### config.mk
export PLATFORM = sky130hd
export DESIGN_NAME = i2s_tx
export DESIGN_NICKNAME = d
export VERILOG_FILES = /design/src/rtl/i2s_tx_pkg.sv /design/src/rtl/i2s_bck_gen.sv /design/src/rtl/i2s_tx.sv
export SDC_FILE = /design/constraint.sdc
export NUM_CORES = 1
export LEC_CHECK = 0
export ABC_AREA = 1
export BUFFER_PORTS_ARGS = -buffer_cell sky130_fd_sc_hd__buf_2
export CORE_UTILIZATION = 50
export CTS_CLUSTER_DIAMETER = 200
export CTS_CLUSTER_SIZE = 12
export DETAILED_ROUTE_END_ITERATION = 16
export GPL_TIMING_DRIVEN = 0
export PLACE_DENSITY_LB_ADDON = 0.2
export RECOVER_POWER = 50
export SYNTH_ARGS = -nofsm -noshare
export SYNTH_HDL_FRONTEND = slang
export SYNTH_SLANG_ARGS = --single-unit
### constraint.sdc
create_clock -name clk -period 1.8 [get_ports clk]
set_input_delay 0.18 -clock clk [delete_from_list [all_inputs] [get_ports clk]]
set_output_delay 0.18 -clock clk [all_outputs]
set_load 0.05 [all_outputs]
### src/rtl/i2s_tx_pkg.sv
// Shared audio framing constants: frame/slot geometry and word-select encoding.
package i2s_tx_pkg;

    localparam int FRAME_BITS = 64;   // BCK periods per stereo frame
    localparam int SLOT_BITS  = 32;   // BCK periods per channel slot
    localparam int BITCNT_W   = 6;    // width of the in-frame bit counter

    // Word-select level for each channel
    typedef enum logic {
        WS_LEFT  = 1'b0,
        WS_RIGHT = 1'b1
    } ws_e;

    // Channel owning a given in-frame bit position
    function automatic ws_e ws_for_bit(input logic [BITCNT_W-1:0] bitcnt);
        return (int'(bitcnt) >= SLOT_BITS) ? WS_RIGHT : WS_LEFT;
    endfunction

endpackage

### src/rtl/i2s_bck_gen.sv
// Bit-clock generator: divides clk into BCK and flags the BCK falling-edge cycle.
module i2s_bck_gen #(
    parameter int BCK_DIV = 4
) (
    input  logic clk,
    input  logic reset_n,
    output logic o_bck,
    output logic o_fall
);

    localparam int DIV_W = (BCK_DIV > 2) ? $clog2(BCK_DIV) : 1;

    logic [DIV_W-1:0] r_div;
    logic             r_bck;
    logic             w_tc;

    assign w_tc   = (r_div == DIV_W'(BCK_DIV - 1));
    assign o_bck  = r_bck;
    // The cycle in which BCK is about to drop is the only cycle serial state may move
    assign o_fall = w_tc && r_bck;

    // Divider counts a BCK half-period, toggling BCK at terminal count
    always_ff @(posedge clk or negedge reset_n) begin
        if (!reset_n) begin
            r_div <= '0;
            r_bck <= 1'b0;
        end else if (w_tc) begin
            r_div <= '0;
            r_bck <= ~r_bck;
        end else begin
            r_div <= r_div + 1'b1;
        end
    end

endmodule

### src/rtl/i2s_tx.sv
// Philips-format I2S transmitter with a one-pair holding buffer and valid/ready input.
//
// Input handshake: a pair transfers on any posedge where s_valid && s_ready.
// s_ready is high exactly when the holding buffer is empty and does not depend
// on s_valid. s_left/s_right are only captured on a transfer.
module i2s_tx
    import i2s_tx_pkg::*;
#(
    parameter int BCK_DIV  = 4,
    parameter int SAMPLE_W = 16
) (
    input  logic                clk,
    input  logic                reset_n,
    input  logic                s_valid,
    output logic                s_ready,
    input  logic [SAMPLE_W-1:0] s_left,
    input  logic [SAMPLE_W-1:0] s_right,
    input  logic                mute,
    output logic                I2S_BCK,
    output logic                I2S_WS,
    output logic                I2S_DATA,
    output logic                frame_start,
    output logic                underrun
);

    logic                w_bck;
    logic                w_fall;
    logic                w_load;
    logic                w_xfer;
    logic [BITCNT_W-1:0] w_next_bitcnt;
    logic [4:0]          w_slot_k;
    logic [4:0]          w_bit_idx;
    logic [31:0]         w_sample_pad;
    logic                w_next_bit;

    logic [BITCNT_W-1:0] r_bitcnt;
    logic                r_ws;
    logic                r_data;
    logic                r_buf_full;
    logic [SAMPLE_W-1:0] r_buf_l;
    logic [SAMPLE_W-1:0] r_buf_r;
    logic [SAMPLE_W-1:0] r_frm_l;
    logic [SAMPLE_W-1:0] r_frm_r;

    i2s_bck_gen #(
        .BCK_DIV (BCK_DIV)
    ) u_bck_gen (
        .clk     (clk),
        .reset_n (reset_n),
        .o_bck   (w_bck),
        .o_fall  (w_fall)
    );

    // A frame loads on the fall event that wraps the bit counter back to 0
    assign w_load        = w_fall && (r_bitcnt == BITCNT_W'(FRAME_BITS - 1));
    assign w_xfer        = s_valid && !r_buf_full;
    assign w_next_bitcnt = r_bitcnt + 1'b1;
    assign w_slot_k      = w_next_bitcnt[4:0];

    // Serial bit for the upcoming slot position: k=0 is the one-bit Philips delay,
    // k=1..SAMPLE_W carry MSB..LSB, everything after is zero padding
    always_comb begin
        w_bit_idx    = '0;
        w_sample_pad = '0;
        w_next_bit   = 1'b0;
        if ((w_slot_k != 5'd0) && (int'(w_slot_k) <= SAMPLE_W)) begin
            w_bit_idx    = 5'(SAMPLE_W - int'(w_slot_k));
            w_sample_pad = (ws_for_bit(w_next_bitcnt) == WS_RIGHT) ? 32'(r_frm_r) : 32'(r_frm_l);
            w_next_bit   = w_sample_pad[w_bit_idx];
        end
    end

    // Bit counter, word select and serial data advance together on fall events
    always_ff @(posedge clk or negedge reset_n) begin
        if (!reset_n) begin
            r_bitcnt <= BITCNT_W'(FRAME_BITS - 1);
            r_ws     <= 1'b0;
            r_data   <= 1'b0;
        end else if (w_fall) begin
            r_bitcnt <= w_next_bitcnt;
            r_ws     <= (ws_for_bit(w_next_bitcnt) == WS_RIGHT);
            r_data   <= w_next_bit;
        end
    end

    // Frame registers take the buffered pair at frame load; mute or empty loads silence
    always_ff @(posedge clk or negedge reset_n) begin
        if (!reset_n) begin
            r_frm_l <= '0;
            r_frm_r <= '0;
        end else if (w_load) begin
            if (mute || !r_buf_full) begin
                r_frm_l <= '0;
                r_frm_r <= '0;
            end else begin
                r_frm_l <= r_buf_l;
                r_frm_r <= r_buf_r;
            end
        end
    end

    // Holding buffer: a transfer fills it, a frame load drains it; a transfer that
    // lands on a load cycle wins so the buffer stays full afterwards
    always_ff @(posedge clk or negedge reset_n) begin
        if (!reset_n) begin
            r_buf_full <= 1'b0;
            r_buf_l    <= '0;
            r_buf_r    <= '0;
        end else if (w_xfer) begin
            r_buf_full <= 1'b1;
            r_buf_l    <= s_left;
            r_buf_r    <= s_right;
        end else if (w_load) begin
            r_buf_full <= 1'b0;
        end
    end

    assign s_ready     = !r_buf_full;
    assign I2S_BCK     = w_bck;
    assign I2S_WS      = r_ws;
    assign I2S_DATA    = r_data;
    assign frame_start = w_load;
    assign underrun    = w_load && !r_buf_full;

endmodule

# Word level (Yosys, flattened, before mapping)
# Cells that the tools add are included.
# word_totals
reg_bits	76
out_inout_bits	6
# op_classes
eq_ne	2
n_reduce_logical	9
n_bitwise	1
addsub	3
n_lt_le_gt_ge	3
mux	10
# op_table
op	count
2-to-1 mux 16 bit	3
adder 6 x 1 -> 6 bit, second input constant	1
equality test 6 bit, second input constant	1
greater-or-equal comparator 6 bit, second input constant	1
less-than comparator 5 x 6 -> 1 bit, second input constant	1
binary-select mux 1 bit (select 5 bit)	1
less-or-equal comparator 5 bit, second input constant	1
logical AND 1 bit	5
2-to-1 mux 1 bit	5
nonzero test 5 bit	1
subtractor 5 bit, first input constant	1
adder 2 x 1 -> 2 bit, second input constant	1
equality test 2 bit, second input constant	1
2-to-1 mux 2 bit	1
nonzero test 2 bit	1
zero test 1 bit	1
logical OR 1 bit	1
NOT 1 bit	1

# Longest topological paths before layout
# depth
ltp_word	7
mapped_depth	14
ltp_nobuf	12

# By module
# From an unflattened synthesis, not the netlist that was laid out.
# hier_totals
hier_cells	359
hier_area_um2	3463.3
# modules_own_cells
module	area_per_inst_um2	instances	cells_per_inst
i2s_tx	3345.7	1	347
i2s_bck_gen	117.6	1	12

# Least setup slack after synthesis
# Ideal clock, no wire load.
# synth_timing
path_kind	register -> output
from	register u_bck_gen.r_bck (netlist: u_bck_gen.o_bck)
to	output port underrun
required_time_ns	1.620
path_stages_with_launch	6
setup_slack_ns	-0.540
n_path_buf	1
arrival_time_ns	2.160
path_cell_list	dfrtp_1 > nand2_1 > nor4_4 > inv_2 > clkbuf_1 > nor2_1
# synth_via
elab_chain_len	3
# synth_rtl
item	line_no	source
start: declaration	i2s_bck_gen.sv:14	logic r_bck;
start signal: assignment	i2s_bck_gen.sv:29	r_bck <= ~r_bck;
logical AND 1 bit	i2s_bck_gen.sv:20	assign o_fall = w_tc && r_bck;
logical AND 1 bit	i2s_tx.sv:55	assign w_load = w_fall && (r_bitcnt == BITCNT_W'(FRAME_BITS - 1));
logical AND 1 bit	i2s_tx.sv:123	assign underrun = w_load && !r_buf_full;
end: declaration	i2s_tx.sv:23	output logic underrun
# Every way passes these cells.

# Worst setup path in the final report
# layout_timing
from	register r_bitcnt[1]
to	output port underrun
# layout_via
elab_chain_len	3
# layout_rtl
item	line_no	source
start: declaration	i2s_tx.sv:36	logic [BITCNT_W-1:0] r_bitcnt;
start signal: assignment	i2s_tx.sv:76	r_bitcnt <= BITCNT_W'(FRAME_BITS - 1);
start signal: assignment	i2s_tx.sv:80	r_bitcnt <= w_next_bitcnt;
equality test 6 bit	i2s_tx.sv:55	
logical AND 1 bit	i2s_tx.sv:55	
logical AND 1 bit	i2s_tx.sv:123	
# Every way passes these cells.

==> flow_metrics.py <==
metrics = {
    "outcome": {
        "outcome": "complete, but fails checks",
        "violations": "negative setup slack",
    },
    "cts": {
        "cts_buffers": 9,
        "cts_root_buffer": "clkbuf_8",
        "htreeDepth": 3,
        "clock_path_buffers": 2,
        "clock_latency_ns": 0.34,
        "numClockSinks": 76,
        "clkTransAtPathRegs_ns": 0.08,
        "cts_tree": "built",
    },
    "placed_design": {
        "dp_worst_setup_slack_ns": -0.316,
        "dp_hpwl_mm": 4.84,
        "portBuffers": 41,
        "gp_congestion": 0.859,
    },
    "cells_and_area": {
        "area_delta_synth_final_pct": 21.0,
        "multi_input_area_um2": 1380,
        "diodes": 0,
        "drive_above_1_share_pct": 32.0,
        "final_common_cell": "nand2_1",
        "finalNetCount": 453,
        "register_area_um2": 1910,
        "most-common-layout-cells": "nand2_1 (101), dfrtp_1 (69), nand3_1 (50)",
        "fill_cells": 551,
    },
    "detailed_routing": {
        "drt_iter0_drc": 141,
        "drc": 0,
        "postRouteAntennaNets": 0,
        "vias": 2554,
        "first_pass_iters": 4,
        "viasPerCell": 5.15,
        "routed_wl_mm": 6.97,
        "drt-wirelength-per-cell_um": 14.1,
    },
    "global_routing": {
        "antenna_found_initial": 0,
        "grt_max_degree": 77,
        "grt_pass1_wl_mm": 12.1,
        "grt_overflow_total": 0,
        "grt.total_usage_pct": 22.0,
        "grt_pass1_vias": 2581,
    },
    "sta": {
        "setup_viol": 3,
        "fin_skew_ns": 0.0115,
        "rsz0062_at_grt": "true",
        "hold_viol_final": 0,
        "relSlewSlack_pct": 33.7,
        "tightest_slew_ns": 0.995,
        "fin_ws_ns": -0.268,
        "fin_crit_sh_pct": 115,
        "fmax_ghz": 0.484,
        "finalCriticalPeriod_ns": 2.07,
        "drv_slew": 0,
    },
    "die": {
        "io_pins": 42,
        "num_rows": 29,
        "die_h_um": 84.5,
        "start_util_pct": 52.7,
        "die-area_um2": 7150,
        "fp.coreArea_um2": 6460,
        "die_x_um": 84.5,
    },
    "worst_setup_path": {
        "critPathCaptureType": "primary output",
        "cp-start-kind": "register",
        "worstPathMaxFanout": 3,
        "r2r_cells": 13,
        "arrival_ns": 1.89,
        "critPathRequiredTime_ns": 1.62,
        "timing.rr.start": "r_bitcnt[1]$_DFFE_PN1P_",
        "crit_type": "register to primary output",
        "crit_path_start": "r_bitcnt[1]$_DFFE_PN1P_",
    },
    "worst_hold_path": {
        "hold_depth": 2,
        "min_path_type": "primary input to register",
        "hp-start": "s_right[0]",
    },
    "yosys": {
        "synth_nets": 390,
        "ys_seq_area_share_pct": 56.1,
        "netlist_area_um2": 3410,
        "postSynthRegisterBits": 76,
        "postSynthCellCount": 352,
        "avgSynthCellArea_um2": 9.68,
        "yosysWarnings": 0,
        "yosysUniqueCellTypes": 27,
    },
    "power_and_ir_drop": {
        "power_density_nw_per_um2": 770,
        "p_total_w": 0.00317,
        "p_leak_nw": 2.16,
        "ir_worst_vdd_mv": 0.609,
    },
    "job": {
        "drv_cap": 0,
    },
}
-- cell families (layout without fill, tap and decap cells) --
group | count (synthesis) | in the layout | synth area share [%]
AO/OA/AOI/OAI | 23 | 23 | 3.75
XOR/XNOR | 5 | 5 | 1.29
adder cells (fa/ha/maj) | 2 | 2 | 0.735
buffers and inverters | 36 | 103 | 4.85
flip-flops | 76 | 76 | 56.1
multiplexers | 32 | 32 | 10.6
AND/OR/NAND/NOR | 178 | 178 | 22.7
-- what timing repair did --
action | CTS | global route
pin swaps | 3 | 1
setup endpoints to repair | 22 | 11
setup buffers | 8 | 3
hold buffers | 1 | 0
resized for setup | 10 | 11
endpoints found under the hold margin | 70 | 0
cloned | 0 | 0
-- state kept, by name, indices dropped and copies added, names as in the netlist --
register / count
I2S_WS: 1
r_frm_r: 16
u_bck_gen.r_div: 2
u_bck_gen.o_bck: 1
r_bitcnt: 6
r_buf_l: 16
r_buf_r: 16
r_frm_l: 16
r_buf_full: 1
I2S_DATA: 1
-- critical path: stages, from the launching register on --
cell	delay (ns)
dfstp_2	0.57
ha_4	0.15
nand2_4	0.05
nor4_4	0.29
inv_2	0.10
buf_8	0.14
nor2_4	0.10
buf_8	0.15
-- metrics by stage --
stage | utilization, % | TNS, ns | instances | area, µm² | hold slack [ns]
CTS | 63.1 | -0.658 | 493 | 4080 | 0.0531
finish | 63.8 | -0.657 | 496 | 4120 | 0.0682
floorplan | - | -0.0531 | 352 | 3440 | -0.116
global route | 63.8 | -0.987 | 496 | 4120 | 0.0472
global placement | 58.0 | -2.03 | 470 | 3750 | 0.411
detailed placement | 58.5 | -2.12 | 471 | 3780 | 0.222
-- synth_stat cells, drive strengths merged --
cell type / number / area, µm²
a21oi: 4 / 20.0
buf: 11 / 71.3
xor2: 5 / 43.8
inv: 19 / 71.3
o21ai: 17 / 88.8
nor4: 1 / 21.3
a211oi: 1 / 7.51
mux2: 32 / 360
nand2: 106 / 405
dfstp: 6 / 158
nor3: 1 / 5.00
clkinv: 1 / 3.75
nand3: 54 / 280
nor2: 16 / 62.6
clkbuf: 5 / 18.8
ha: 2 / 25.0
o21bai: 1 / 11.3
dfrtp: 70 / 1750
-- power by group --
group	leakage (nW)	internal, W	total, W	switching, W
logic	1.20	0.0000313	0.0000832	0.0000519
clock network	0.109	0.000812	0.00138	0.000572
registers	0.857	0.00171	0.00171	0
-- final timing paths --
| check | endpoint | slack, ns |
|---|---|---|
| min | r_buf_r[0]$_DFFE_PN0P_ | 0.07 |
| max reg2reg | I2S_DATA$_DFFE_PN0P_ | -0.18 |
| max | underrun | -0.27 |
| min reg2reg | u_bck_gen.r_div[0]$_DFF_PN0_ | 0.43 |
| min in group asynchronous | u_bck_gen.r_div[0]$_DFF_PN0_ | 0.69 |
| max in group asynchronous | u_bck_gen.o_bck$_DFFE_PN0P_ | 0.44 |
-- cell type report --
type | count | area share [%]
Tap cell | 77 | 2.34
Multi-Input combinational cell | 240 | 33.4
Clock buffer | 11 | 3.43
Sequential cell | 76 | 46.4
Clock inverter | 4 | 1.79
Inverter | 20 | 1.82
Timing Repair Buffer | 54 | 8.05
Buffer | 14 | 2.79
-- layer usage --
layer	part of all wire, %	track usage, %	up-vias
met5	0	0	-
met4	1.2	7.86	0
met3	3.9	5.90	8
met2	49	34.2	49
met1	46	30.0	1214
li1	-	-	1283
(Power assumes the default switching activity.)
